==> config.mk <==
export PLATFORM = sky130hd
export DESIGN_NAME = apb_req_arbiter
export DESIGN_NICKNAME = d
export VERILOG_FILES = /design/src/rtl/apb_req_arbiter.sv
export SDC_FILE = /design/constraint.sdc
export NUM_CORES = 1
export LEC_CHECK = 0
export ABC_AREA = 1
export CAP_MARGIN = 0
export CORE_ASPECT_RATIO = 1.5
export CORE_MARGIN = 4
export CORE_UTILIZATION = 41
export DETAILED_ROUTE_END_ITERATION = 10
export PLACE_DENSITY = 0.8
export SYNTH_ARGS = -nofsm -noshare
export SYNTH_HDL_FRONTEND = slang
export SYNTH_SLANG_ARGS = --single-unit
==> constraint.sdc <==
create_clock -name PCLK -period 1.8 [get_ports PCLK]
set_clock_uncertainty 0.05 [all_clocks]
set_input_delay 0.27 -clock PCLK [delete_from_list [all_inputs] [get_ports PCLK]]
set_output_delay 0.27 -clock PCLK [all_outputs]
set_load 0.03 [all_outputs]
==> src/rtl/apb_req_arbiter.sv <==
// Round-robin arbiter that shares one APB master between two requesters.
// A winning command is latched and then presented to the master for a fixed
// transaction length. Completion is signalled back to the owning requester.
module apb_req_arbiter #(
  parameter int unsigned ADDRESS     = 8,
  parameter int unsigned DATA        = 8,
  parameter int unsigned XFER_CYCLES = 3
) (
  input  logic               PCLK,
  input  logic               PRESETn,
  input  logic               req0,
  input  logic               req1,
  input  logic               rw0,
  input  logic               rw1,
  input  logic [ADDRESS-1:0] addr0,
  input  logic [ADDRESS-1:0] addr1,
  input  logic [DATA-1:0]    wdata0,
  input  logic [DATA-1:0]    wdata1,
  output logic               gnt0,
  output logic               gnt1,
  output logic               done0,
  output logic               done1,
  output logic [DATA-1:0]    rdata,
  output logic               transfer,
  output logic               READ_WRITE,
  output logic [ADDRESS-1:0] apb_write_paddr,
  output logic [ADDRESS-1:0] apb_read_paddr,
  output logic [DATA-1:0]    apb_write_data,
  input  logic [DATA-1:0]    apb_read_data_out
);

  localparam int unsigned     CW       = $clog2(XFER_CYCLES);
  localparam logic [CW-1:0]   CNT_LOAD = CW'(XFER_CYCLES - 1);
  localparam logic [CW-1:0]   CNT_LAST = CW'(1);

  typedef enum logic [1:0] {IDLE, START, WAIT, DONE} state_t;

  state_t             state;
  state_t             state_nxt;
  logic [CW-1:0]      cnt;
  logic               owner;
  logic               ptr;
  logic               pick;
  logic [ADDRESS-1:0] paddr;

  // Winner when a request is present: the pointer breaks ties, otherwise the lone requester wins
  always_comb pick = (req0 && req1) ? ptr : req1;

  // State register
  always_ff @(posedge PCLK or negedge PRESETn) begin
    if (!PRESETn) state <= IDLE;
    else          state <= state_nxt;
  end

  // Next-state: WAIT leaves when the down-counter is about to hit zero
  always_comb begin
    state_nxt = state;
    case (state)
      IDLE:    if (req0 || req1) state_nxt = START;
      START:   state_nxt = WAIT;
      WAIT:    if (cnt == CNT_LAST) state_nxt = DONE;
      DONE:    state_nxt = IDLE;
      default: state_nxt = IDLE;
    endcase
  end

  // Handshake pulses decoded from state and owner
  always_comb begin
    transfer = 1'b0;
    gnt0     = 1'b0;
    gnt1     = 1'b0;
    done0    = 1'b0;
    done1    = 1'b0;
    if (state == START) begin
      transfer = 1'b1;
      gnt0     = ~owner;
      gnt1     = owner;
    end
    if (state == DONE) begin
      done0 = ~owner;
      done1 = owner;
    end
  end

  // Command latch, transaction counter, read capture and round-robin pointer
  always_ff @(posedge PCLK or negedge PRESETn) begin
    if (!PRESETn) begin
      cnt            <= '0;
      owner          <= 1'b0;
      ptr            <= 1'b0;
      READ_WRITE     <= 1'b0;
      paddr          <= '0;
      apb_write_data <= '0;
      rdata          <= '0;
    end else begin
      case (state)
        IDLE: begin
          if (req0 || req1) begin
            owner          <= pick;
            READ_WRITE     <= pick ? rw1 : rw0;
            paddr          <= pick ? addr1 : addr0;
            apb_write_data <= pick ? wdata1 : wdata0;
          end
        end
        START: cnt <= CNT_LOAD;
        WAIT: begin
          cnt <= cnt - CNT_LAST;
          if (cnt == CNT_LAST && !READ_WRITE) rdata <= apb_read_data_out;
        end
        DONE: ptr <= ~owner;
        default: ;
      endcase
    end
  end

  assign apb_write_paddr = paddr;
  assign apb_read_paddr  = paddr;

endmodule

==> flow_summary.yaml, run 1 <==
cts:
  cts_hold_buf: 0
  htreeDepth: 2
  cts_buffers: 5
  cts.sinks: 31
  cts_tree: "done"
  cts-root-buf: "clkbuf_8"
  clk_pin_slew_ns: 0.06
  ctsLongestPathBuffers: 2
  insertion_delay_ns: 0.28
layout:
  syn2layout_area_growth_pct: 49.8
  multi_input_area_um2: 704
  fin_util: 0.636
  fillers: 388
  nNetsFinal: 367
  seq_area_um2: 776
  antenna_cells: 0
  drive_above_1_share: 0.0730
job:
  drv_cap: 0
setup_path:
  crit_path_max_incr_delay_ns: 0.72
  reg2reg_slack_ns: 0.33
  cp_top_family: "buffers and inverters"
  crit_buf_inv: 1
  critical_path.max_fanout: 3
  worst_ep_arrival_time_ns: 1.42
  cp.required_ns: 1.48
  start_kind: "register"
  slowest_stage: "clkdlybuf4s50_1"
  critPathKind: "reg2out"
  path_cells: "clkdlybuf4s50_1"
  end_kind: "output port"
floorplanning:
  die_area_mm2: 0.00550
  die_y_um: 88.8
  coreArea_mm2: 0.00421
  initial_core_util: 0.424
  io_pins: 84
  rows: 29
  die_x_um: 61.9
synth:
  syn-num-nets: 287
  synth_top_family_by_area: "simple AND/OR/NAND/NOR gates"
  synth_cell_types: 21
  synth.area.mux_share: 0
  ys_seq_elements: 31
  yosysWarnings: 0
  syn_area_per_cell_um2: 7.63
  synthCells: 234
  yosys.area_share.simple: 0.324
  netlist_area_mm2: 0.00179
  ys_seq_area_frac: 0.434
  synth_fa_ha_area_frac: 0.0491
  synth_xor_area_frac: 0
  synth_compound_area_frac: 0.0217
global_routing:
  grt_pass1_vias: 1569
  grt_use_total: 0.170
  grt_pass1_wl_um: 6910
  grt.overflow.total: 0
  antenna_found_initial: 0
  grt_max_degree: 32
drt:
  ant_nets: 0
  dr.pass1.iters: 4
  num_vias: 1643
  top_layer_used: "met4"
  met3RoutedLength_um: 174
  wl_met1_um: 1630
  drt_iter0_markers: 37
  wl_per_cell_um: 12.2
  routed_wl_um: 4410
  route.met2.wl_um: 2550
  vias_per_cell: 4.55
  post-route-drc-count: 0
sta:
  period_share: 0.964
  setup_tns_ns: 0
  rsz0062_at_grt: "false"
  fin_hold_ws_ns: 0.339
  final.min_clock_period_ns: 1.74
  fmax_mhz: 576
  hold_viol_final: 0
  drv_slew: 0
  finalSetupViolations: 0
  max_slew_margin: 0.733
  tightest_slew_ns: 0.400
outcome:
  outcome: "finished, final reports clean"
power:
  max-vdd-ir-drop_v: 0.00111
  p_leak_nw: 1.42
  powerDensity_mw_per_mm2: 1760
placed_design:
  io_buffers: 83
  place_congestion: 0.835
  dp_hpwl_um: 3360
hold_path:
  hold_class: "in2async"
cells in the mapped netlist:
master / count / area, um^2
nand2_2: 1 / 6.26
inv_1: 43 / 161
nand2_1: 76 / 285
nand2_8: 1 / 20.0
buf_6: 4 / 45.0
nand2_4: 1 / 11.3
buf_8: 1 / 15.0
o21ai_0: 2 / 10.0
nor2_4: 1 / 11.3
ha_1: 7 / 87.6
o21ai_1: 1 / 5.00
inv_2: 1 / 3.75
nor2_1: 3 / 11.3
or2_1: 1 / 6.26
buf_2: 1 / 5.00
o21ai_2: 1 / 8.76
dfrtp_1: 31 / 776
or2_2: 1 / 6.26
a21oi_1: 3 / 15.0
nand3_1: 44 / 220
buf_4: 10 / 75.1
final cells by class:
type	count	share of cell area
Clock buffer	8	0.0374
Inverter	44	0.0617
Multi-Input combinational cell	143	0.263
Sequential cell	31	0.290
Tap cell	46	0.0215
Timing Repair Buffer	89	0.326
repair_timing:
action | CTS | global route
buffers inserted | 0 | 0
resized for setup | 7 | 5
setup endpoints to repair | 5 | 4
stage by stage:
| stage | area [um^2] | total power, W | setup WS [ns] | std cells |
|---|---|---|---|---|
| after global routing | 2680 | 0.00505 | 0.0205 | 361 |
| after floorplan | 1790 | 0.00317 | 0.386 | 234 |
| final | 2680 | 0.00472 | 0.0644 | 361 |
| after detailed placement | 2590 | 0.00421 | 0.0189 | 353 |
| after global placement | 2590 | 0.00413 | 0.0683 | 353 |
| after CTS | 2690 | 0.00480 | 0.0101 | 361 |
logic make-up (layout without fill, tap and decap cells):
family	after synthesis	after routing
flip-flops	31	31
adder cells (fa/ha/maj)	7	7
buffers and inverters	60	141
AO/OA/AOI/OAI	7	7
AND/OR/NAND/NOR	129	129
state kept, by name, indices dropped and copies added, names as in the netlist:
| register | flops |
|---|---|
| state | 2 |
| ptr | 1 |
| rdata | 8 |
| READ_WRITE | 1 |
| apb_read_paddr | 8 |
| cnt | 2 |
| apb_write_data | 8 |
| owner | 1 |
final timing paths:
path / start / cells past startpoint / end
max reg2reg: state[0]$_DFFE_PN0P_ / 7 / rdata[6]$_DFFE_PN0P_
max: READ_WRITE$_DFFE_PN0P_ / 1 / READ_WRITE
min: PRESETn / 2 / rdata[5]$_DFFE_PN0P_
min reg2reg: rdata[2]$_DFFE_PN0P_ / 2 / rdata[2]$_DFFE_PN0P_
min in group PCLK: rdata[2]$_DFFE_PN0P_ / 2 / rdata[2]$_DFFE_PN0P_
max in group asynchronous: PRESETn / 2 / apb_write_data[1]$_DFFE_PN0P_
placed cells by master (no fill, tap or decap), types with 2 or more instances in the layout:
cell type        instances
buf_4                    5
clkbuf_8                 7
nand2_1                 76
inv_1                   43
a21oi_1                  3
clkdlybuf4s50_1         78
nor2_1                   3
nand3_1                 44
ha_1                     7
clkbuf_2                 3
dfrtp_1                 31
o21ai_0                  2
metal layers:
layer	vias to the layer above	track usage
met3	4	0.0321
met2	41	0.322
met1	738	0.173
met4	0	0.0695
met5	-	0
li1	860	-
report_power, final:
group | internal (W) | switching, W
sequential | 0.00106 | 0.000240
clock | 0.000349 | 0.000249
combinational | 0.00114 | 0.00169
total | 0.00254 | 0.00218
Note: power is estimated with default switching activity, not from simulation.
==> run 2: changes to the inputs <==
- REMOVE_ABC_BUFFERS: default -> 1
==> run 2 against run 1 <==
Effect of this change: non-clock buffer count did not move; worst setup slack worse by 0.0052 ns; critical path depth up 3; wire length down 1.6%; sequential share of layout area decreased by 0.18 points; sequential power is essentially flat; highest routed layer unchanged.
==> flow_summary.yaml, run 2 (synthesized netlist as in run 1, its figures left out) <==
sta:
  setup_tns_ns: 0
  fin_hold_ws_ns: 0.333
  tightest_slew_ns: 0.399
  final.min_clock_period_ns: 1.74
  fmax_mhz: 574
  rsz0062_at_grt: "false"
  hold_viol_final: 0
  drv_slew: 0
  period_share: 0.967
  max_slew_margin: 0.734
  finalSetupViolations: 0
cts:
  ctsLongestPathBuffers: 2
  htreeDepth: 2
  cts.sinks: 31
  cts_hold_buf: 0
  cts-root-buf: "clkbuf_8"
  insertion_delay_ns: 0.28
  cts_buffers: 5
  cts_setup_buffers: 0
  cts_tree: "done"
  clk_pin_slew_ns: 0.07
hold_path:
  hold_class: "in2async"
power:
  p_leak_nw: 1.44
  clkPwrFrac: 0.147
  max-vdd-ir-drop_v: 0.00108
  p_sw_frac: 0.455
  combPwrFrac: 0.585
  powerDensity_mw_per_mm2: 1800
  p_int_w: 0.00263
  seqPwrFrac: 0.268
  p_sw_w: 0.00220
global_routing:
  grt_max_degree: 32
  grt_pass1_vias: 1728
  grt_use_total: 0.172
  grt_pass1_wl_um: 7070
  antenna_found_initial: 0
  grt.overflow.total: 0
drt:
  num_vias: 1679
  wl_per_cell_um: 12.0
  routed_wl_um: 4340
  met3RoutedLength_um: 358
  post-route-drc-count: 0
  wl_met1_um: 1560
  ant_nets: 0
  route.met2.wl_um: 2360
  drt_iter0_markers: 41
  top_layer_used: "met4"
  dr.pass1.iters: 4
  vias_per_cell: 4.65
floorplanning:
  die_y_um: 88.8
  initial_core_util: 0.424
  rows: 29
  die_x_um: 61.9
  coreArea_mm2: 0.00421
  die_area_mm2: 0.00550
  io_pins: 84
setup_path:
  end_kind: "output port"
  cp.required_ns: 1.48
  worst_ep_arrival_time_ns: 1.42
  start_kind: "register"
  critical_path.max_fanout: 5
  critPathKind: "reg2out"
job:
  drv_cap: 0
placed_design:
  dp_hpwl_um: 3240
  place_congestion: 0.754
  io_buffers: 83
layout:
  layout_commonest_cell: "clkdlybuf4s50_1"
  fillers: 379
  antenna_cells: 0
  syn2layout_area_growth_pct: 50.7
  final_cell_mix: "78 x clkdlybuf4s50_1, 76 x nand2_1, 44 x nand3_1"
  drive_above_1_share: 0.0762
  nNetsFinal: 367
outcome:
  outcome: "finished, final reports clean"
run 2: cell types whose count changed in the layout (fill, tap and decap cells not counted), sizes merged:
cell,before,now
bufinv,0,1
clkbuf,11,9
dlygate4sd2,1,2
clkinv,0,1
clkdlybuf4s15,1,0
run 2: critical path: stages, from the launching register on:
cell and delay [ns]:
dfrtp_1 0.43, ha_1 0.21, nand2_1 0.05, inv_1 0.06
dlygate4sd2_1 0.39
run 2: final timing paths:
kind                                           start                       endpoint  slack, ns  cells after the start
max in group asynchronous                    PRESETn  apb_write_data[0]$_DFFE_PN0P_       1.08                      2
worst max-delay path            state[0]$_DFFE_PN0P_                          done1       0.06                      4
worst min register to register  rdata[0]$_DFFE_PN0P_           rdata[0]$_DFFE_PN0P_       0.42                      2
min in group PCLK               rdata[0]$_DFFE_PN0P_           rdata[0]$_DFFE_PN0P_       0.42                      2
worst min-delay path                         PRESETn                ptr$_DFFE_PN0N_       0.33                      2
worst max register to register  state[0]$_DFFE_PN0P_           rdata[6]$_DFFE_PN0P_       0.22                      7
run 2: cell type report:
type	instances	area, um^2	share of cell area
Inverter	44	165	0.0614
Sequential cell	31	776	0.288
Clock inverter	2	35.0	0.0130
Multi-Input combinational cell	143	704	0.262
Clock buffer	6	82.6	0.0307
Timing Repair Buffer	89	871	0.324
Tap cell	46	57.6	0.0214
run 2: repair_timing:
item | 4_1_cts | 5_1_grt
resized for setup | 6 | 5
pin swaps | 0 | 0
cloned | 0 | 0
endpoints found under the setup margin | 5 | 3
run 2: power by group through the flow:
stage,Clock (W),Sequential [W],Combinational (W)
4_1_cts,0.000733,0.00130,0.00288
3_3_place_gp,0,0.00129,0.00284
6_report,0.000711,0.00130,0.00283
3_5_place_dp,0,0.00131,0.00289
2_1_floorplan,0,0.00202,0.000911
5_1_grt,0.000760,0.00134,0.00308
run 2: metal layers:
metal / GRT usage / up-vias
li1: - / 856
met1: 0.170 / 769
met2: 0.311 / 48
met3: 0.0657 / 6
met4: 0.0676 / 0
met5: 0 / -
run 2: metrics by stage:
step	setup slack [ns]	util	cells	total power [W]	cell area (um^2)
3_5_place_dp	0.0259	0.616	353	0.00419	2590
4_1_cts	0.0155	0.642	361	0.00491	2700
2_1_floorplan	0.310	-	218	0.00294	1650
3_3_place_gp	0.0444	0.616	353	0.00413	2590
5_1_grt	0.00957	0.639	361	0.00519	2690
6_report	0.0592	0.639	361	0.00484	2690
==> run 3: changes to the inputs <==
- CORE_UTILIZATION: 41 -> 44
- PLACE_DENSITY: 0.8 -> 0.85
- clock period: 1.8 -> 2.2 ns (I/O delays scaled with it)
==> run 3 against run 2 <==
Effect of this change: register-to-register slack gained 0.41 ns; worst setup slack better by 0.071 ns; via count increased by 1.7%; wire length is 3.7% lower.
==> flow_summary.yaml, run 3 (synthesized netlist as in run 1, its figures left out) <==
outcome:
  outcome: "finished, final reports clean"
layout:
  final_cell_mix: "81 x clkdlybuf4s50_1, 76 x nand2_1, 44 x nand3_1"
  drive_above_1_share: 0.0543
  antenna_cells: 0
  layout_commonest_cell: "clkdlybuf4s50_1"
  nNetsFinal: 365
  syn2layout_area_growth_pct: 48.4
  fin_util: 0.675
  fin_area_mm2: 0.00265
drt:
  drt_iter0_markers: 42
  num_vias: 1707
  vias_per_cell: 4.77
  post-route-drc-count: 0
  routed_wl_um: 4170
  ant_nets: 0
  wl_per_cell_um: 11.7
  dr.pass1.iters: 4
cts:
  cts_hold_buf: 0
  cts.sinks: 31
  cts_setup_buffers: 0
  cts-root-buf: "clkbuf_8"
  cts_tree: "done"
  htreeDepth: 2
  ctsLongestPathBuffers: 2
  clk_pin_slew_ns: 0.06
  cts_buffers: 5
  insertion_delay_ns: 0.27
setup_path:
  end_kind: "output port"
  critPathKind: "reg2out"
  crit_start: "state[0]$_DFFE_PN0P_"
  critical_path.max_fanout: 5
  cp.required_ns: 1.82
  start_kind: "register"
  reg2reg_from: "state[0]$_DFFE_PN0P_"
  worst_ep_arrival_time_ns: 1.69
global_routing:
  antenna_found_initial: 0
  grt_util_met2: 0.344
  grt_max_degree: 32
  grt_pass1_vias: 1742
  grt.overflow.total: 0
  busiest_layer: "met2"
  grt_use_met3: 0.0753
  grt_pass1_wl_um: 7340
  grt_use_total: 0.185
  grt_util_met1: 0.178
placed_design:
  place_area_mm2: 0.00256
  place_congestion: 0.766
  dp_hpwl_um: 3290
  io_buffers: 83
floorplanning:
  die_y_um: 86.0
  coreArea_mm2: 0.00392
  io_pins: 84
  die_x_um: 60.0
  die_area_mm2: 0.00516
  rows: 28
  initial_core_util: 0.455
power:
  max-vdd-ir-drop_v: 0.000984
  p_leak_nw: 1.43
  total_power_w: 0.00379
  powerDensity_mw_per_mm2: 1430
sta:
  period_share: 0.941
  finalSetupViolations: 0
  setup_tns_ns: 0
  rsz0062_at_grt: "false"
  max_slew_margin: 0.737
  final.min_clock_period_ns: 2.07
  tightest_slew_ns: 0.394
  fmax_mhz: 483
  drv_slew: 0
  hold_viol_final: 0
hold_path:
  hold_class: "in2async"
job:
  drv_cap: 0
run 3: path summary, 6_finish.rpt:
path / to / slack (ns) / cells after the start
setup / recovery: done0 / 0.13 / 4
hold / removal: rdata[4]$_DFFE_PN0P_ / 0.40 / 2
setup reg to reg: rdata[3]$_DFFE_PN0P_ / 0.63 / 7
hold reg to reg: rdata[2]$_DFFE_PN0P_ / 0.42 / 2
max in group asynchronous: apb_read_paddr[0]$_DFFE_PN0P_ / 1.41 / 2
min in group PCLK: rdata[2]$_DFFE_PN0P_ / 0.42 / 2
run 3: area by class of cell:
class	instances	area (um^2)
repair buffers	87	866
multi-input cells	143	704
flip-flops and latches	31	776
clock buffers	7	76.3
well taps	45	56.3
inverters	44	165
fillers	339	1270
clock inverters	1	5.00
run 3: what timing repair did:
action | CTS | global route
endpoints found under the hold margin | 0 | 0
resized for setup | 0 | 2
endpoints found under the setup margin | 0 | 2
run 3: critical path, stage by stage, from the launching register on:
cell and delay, ns:
dfrtp_1 0.42, ha_1 0.20, inv_1 0.06, nor2_1 0.08, clkdlybuf4s50_1 0.67
run 3: per-stage QoR:
step	std cells	worst slack, ns	hold slack [ns]
floorplan	218	0.710	-0.0156
global placement	350	0.364	0.402
detailed placement	350	0.339	0.410
CTS	358	0.0382	0.415
global route	358	0.0576	0.436
finish	358	0.130	0.403
run 3: power by group:
part	internal [W]	switching, W
registers	0.000864	0.000197
logic	0.000934	0.00137
clock network	0.000222	0.000197
total	0.00202	0.00177
run 3: metal layers:
layer  routed length, um  vias to the layer above
li1                    -                      856
met4                  31                        0
met3                 318                        4
met5                   0                        -
met2                2400                       59
met1                1430                      788
==> edit 1 (flow settings as in run 2) <==
Change the parameter `ADDRESS` from 8 to 10.
--- a/src/rtl/apb_req_arbiter.sv
+++ b/src/rtl/apb_req_arbiter.sv
@@ -3,5 +3,5 @@
 // transaction length. Completion is signalled back to the owning requester.
 module apb_req_arbiter #(
-  parameter int unsigned ADDRESS     = 8,
+  parameter int unsigned ADDRESS     = 10,
   parameter int unsigned DATA        = 8,
   parameter int unsigned XFER_CYCLES = 3
Interface: changed (resized addr0, addr1, apb_read_paddr and apb_write_paddr); port bits go from 84 to 92. No check against the original RTL was run, so the function may have changed too.
==> edit 1 against run 2 <==
- the run now ends with negative hold slack left
- routed wire length rose by 12%
- clock power rose by 17%
- sequential cell count rose by 2
- synthesized area rose by 7.0%
- worst setup slack improved by 0.023 ns
- cell area rose by 8.9%
- total power rose by 9.7%
- die area rose by 6.2%
==> edit 1: results (changes against run 2) <==
| Metric | Value |
|---|---|
| Status | `complete, but fails checks` |
| Failing checks | `negative hold slack` |
| R2r setup slk | `0.34 ns (+0.12 ns)` |
| IO Port Bufs | `91 (+9.6%)` |
| Multi-input gate area | `771 µm² (+9.4%)` |
| Cell leakage power | `1.56 nW (+8.6%)` |
| DP Area | `0.00281 mm² (+8.5%)` |
| DP Wirelength | `3710 µm (+15%)` |
| Fillers | `413 (+9.0%)` |
| Sequential area share after synthesis | `43.2% (-0.23 points)` |
| Synth area leaders | `dfrtp_1 43%, nand2_1 17%, nand3_1 10%` |
| Netlist cell types | `18 (-14%)` |
| Routability Congestion | `0.753 (-0.17%)` |
| Final hold slack | `-0.00524 ns (-0.338 ns)` |
| Fraction of area in registers | `28.2% (-0.64 points)` |
| Net count, final | `397 (+8.2%)` |
| Inverter count | `48 (+9.1%)` |
| Largest net degree at the start of global routing | `34 (+6.3%)` |
| Slowest-stage cell, CP | `clkdlybuf4s50_1` |
| VDD IR max | `1.04 mV (-4.0%)` |
| GRT Total Usage | `17.6% (+0.37 points)` |
| Post-DR wirelength/cell | `12.5 µm (+4.2%)` |
| GR Util met2 | `31.8% (+0.74 points)` |
| Non-clk bufs | `99 (+11%)` |
| Crit-path max cell delay | `0.71 ns (+0.28 ns)` |
| Metal3 WL | `386 µm (+7.8%)` |
| Post-route cell area | `0.00293 mm² (+8.9%)` |
| R2r endpoint | `rdata[2]` |
| Synth Register Bits | `33 (+6.5%)` |
| First-pass GRT wire length | `8170 µm (+16%)` |
| Post-Route WL | `4870 µm (+12%)` |
| CP endpoint | `READ_WRITE` |
| Clock-cell share | `4.57% (+0.20 points)` |
| Post-synth top cells | `85 x nand2_1, 47 x inv_1, 38 x nand3_1` |
| #MultiIn Comb | `153 (+7.0%)` |
| Pre-CTS setup slack | `0.00678 ns (-0.0191 ns)` |
| Vias in the first global route | `1822 (+5.4%)` |
| Slew HR | `50.9% (-22 points)` |
| Number of failing hold endpoints at the final stage | `5 (+5)` |
| Met2 WL | `2560 µm (+8.4%)` |
-- edit 1: cell count changes after synthesis, sizes merged --
cell	run 2	this run
nand2	79	85
buf	16	20
inv	44	48
nand3	44	48
dfrtp	31	33
-- edit 1: repair_timing --
item | CTS | global route
pin swaps | 0 | 0
setup endpoints to repair | 4 | 3
resized for setup | 5 | 5
-- edit 1: cell families (layout without fill, tap and decap cells) --
| kind of cell | count (synthesis) | count (layout) | synth area share [%] |
|---|---|---|---|
| adder cells (fa/ha/maj) | 7 | 7 | 4.58 |
| buffers and inverters | 68 | 155 | 16.4 |
| flip-flops | 33 | 33 | 43.2 |
| AND/OR/NAND/NOR | 139 | 139 | 33.7 |
| AO/OA/AOI/OAI | 7 | 7 | 2.03 |
-- edit 1: power by group through the flow --
stage               sequential (mW)  combinational [mW]  clock, mW
floorplan                      2.20               0.948          0
global placement               1.38                3.10          0
detailed placement             1.39                3.15          0
CTS                            1.39                3.14      0.843
global route                   1.44                3.35      0.884
finish                         1.38                3.09      0.830
==> edit 2 (config.mk and constraints of run 2) <==
Made on the original files. Encoding of `state_t`: now one-hot (4 bits for 4 states).
--- a/src/rtl/apb_req_arbiter.sv
+++ b/src/rtl/apb_req_arbiter.sv
@@ -34,5 +34,5 @@
   localparam logic [CW-1:0]   CNT_LAST = CW'(1);
 
-  typedef enum logic [1:0] {IDLE, START, WAIT, DONE} state_t;
+  typedef enum logic [3:0] {IDLE = 4'b0001, START = 4'b0010, WAIT = 4'b0100, DONE = 4'b1000} state_t;
 
   state_t             state;
Check against the original RTL: same outputs for any inputs over 10 cycles, from zero or initial values and one cycle with PRESETn low; not proved beyond that.
==> edit 2 against run 2 <==
- worst setup slack better by 0.031 ns
- critical path type unchanged
- cell area shrank 2.1%
- the flow now finishes with violations (negative hold slack)
- total power down 7.1%
- count of clock-buffer cells in the layout grew 2
- sequential cell count is 2 higher
- synthesized cell count fell by 6.0%
- routed wire length hardly changed
- synthesized area decreased by 3.8%
==> edit 2: results (changes against run 2) <==
| Metric | Value |
|---|---|
| Synth area leaders | `dfrtp_1 47%, nand2_1 24%, nand3_1 9.0%` |
| Cell leakage power | `1.31 nW (-9.0%)` |
| Netlist cell types | `20 (-4.8%)` |
| CTS clock-pin slew for the worst setup and hold paths | `around 0.060 ns` |
| CP Max Fanout | `5 (unchanged)` |
| Initial antenna violation count | `0 (unchanged)` |
| CP delay by family, top | `simple AND/OR/NAND/NOR gates` |
| Failing checks | `negative hold slack` |
| DP Area | `0.00254 mm² (-1.8%)` |
| Slowest-stage cell, CP | `dfrtp_1` |
| Final hold slack | `-0.0122 ns (-0.345 ns)` |
| Number of buffers created by CTS | `5 (unchanged)` |
| Root Buffer | `clkbuf_8` |
| Final setup margin | `0.0905 ns (+0.0313 ns)` |
| Fraction of layout cells with a size suffix above 1 | `10.9% (+3.2 points)` |
| VDD IR max | `1.07 mV (-0.43%)` |
| Crit-path max cell delay | `0.38 ns (-0.05 ns)` |
| Vias | `1654 (-1.5%)` |
| Arr. time, crit path | `1.39 ns (-0.03 ns)` |
| Pre-CTS setup slack | `0.0247 ns (-0.00118 ns)` |
| Main synth FF type | `dfrtp_1` |
| Worst-Skew Late Latency | `0.28 ns (about the same)` |
| Diodes inserted | `0 (unchanged)` |
| R2r setup slk | `0.32 ns (+0.10 ns)` |
| Fillers | `357 (-5.8%)` |
| Net count, final | `350 (-4.6%)` |
| DP Wirelength | `3270 µm (+1.0%)` |
| Slew HR | `52.6% (-21 points)` |
| H-tree depth | `2 (unchanged)` |
| First-pass GRT wire length | `7150 µm (+1.2%)` |
| Number of failing hold endpoints at the final stage | `21 (+21)` |
| Sequential area share after synthesis | `48.1% (+4.7 points)` |
| Status | `complete, but fails checks` |
| YS warnings | `0 (unchanged)` |
| Post-synth top cells | `109 x nand2_1, 32 x dfrtp_1, 31 x nand3_1` |
| Initial DRC count | `51 (+24%)` |
| Post-synth ARST share | `100% (unchanged)` |
| Hold Crit Class | `primary input to async pin` |
| Largest net degree at the start of global routing | `34 (+6.3%)` |
| Routability Congestion | `0.732 (-2.9%)` |
| Post-Route WL | `4340 µm (about the same)` |
| GRT Total Usage | `17.8% (+0.62 points)` |
| IO Port Bufs | `83 (unchanged)` |
| Clock Path Buffers | `2 (unchanged)` |
| Router iterations before antenna repair | `4 (unchanged)` |
==> edit 2: worst paths after layout <==
| kind | end | cells past startpoint | from |
|---|---|---|---|
| max in group asynchronous | rdata[1] | 1 | PRESETn |
| max | gnt0 | 5 | state[2] |
| max reg2reg | apb_write_data[2] | 5 | state[0] |
| min reg2reg | rdata[1] | 2 | rdata[1] |
| min in group PCLK | rdata[1] | 2 | rdata[1] |
| min | ptr | 1 | PRESETn |
==> edit 2: area by class of cell <==
type	instances	share of cell area (%)
multi-input combinational	164	28.5
clock buffer	8	3.42
sequential	33	31.4
tap	45	2.14
inverter	9	1.28
timing repair buffer	90	33.3
==> edit 2: worst reg2reg max path, delay by kind of cell, from the launching register on <==
kind	cells	cell delay, ns
buffers and inverters	1	0.08
flip-flops	1	0.54
AND/OR/NAND/NOR	4	0.69
==> edit 2: cell families (layout without fill, tap and decap cells) <==
kind of cell / count (synthesis) / count (layout) / share of synthesized area (%)
compound gates: 3 / 3 / 0.874
fa+ha+maj: 1 / 1 / 0.728
buf+inv: 23 / 107 / 8.45
flops: 33 / 33 / 48.1
simple gates: 160 / 160 / 41.8
==> edit 2: layer usage <==
layer  track usage (%)  vias up  share of wire [%]
met5                 0        -                  0
li1                  -      843                  -
met4              6.51        0                1.5
met2              31.0       60                 53
met3              6.38        5                8.5
met1              19.3      746                 37
==> edit 2: timing repair <==
action	4_1_cts	5_1_grt
hold buffers	0	0
setup buffers	0	0
endpoints found under the setup margin	1	3
gates resized for setup	1	3
==> edit 2: report_power, final <==
part           internal, mW  switching [mW]
clock network         0.312           0.254
logic                  1.04            1.58
registers              1.09           0.219
==> edit 2: stage by stage <==
| step | total power, mW | instances | hold WS [ns] | util [%] |
|---|---|---|---|---|
| after floorplan | 2.80 | 206 | -0.0756 | - |
| after global placement | 3.89 | 341 | 0.307 | 63.7 |
| after detailed placement | 3.95 | 341 | 0.325 | 63.7 |
| after CTS | 4.53 | 349 | 0.0153 | 65.9 |
| after global routing | 4.82 | 349 | 0.0386 | 65.9 |
| final | 4.49 | 349 | -0.0122 | 65.9 |
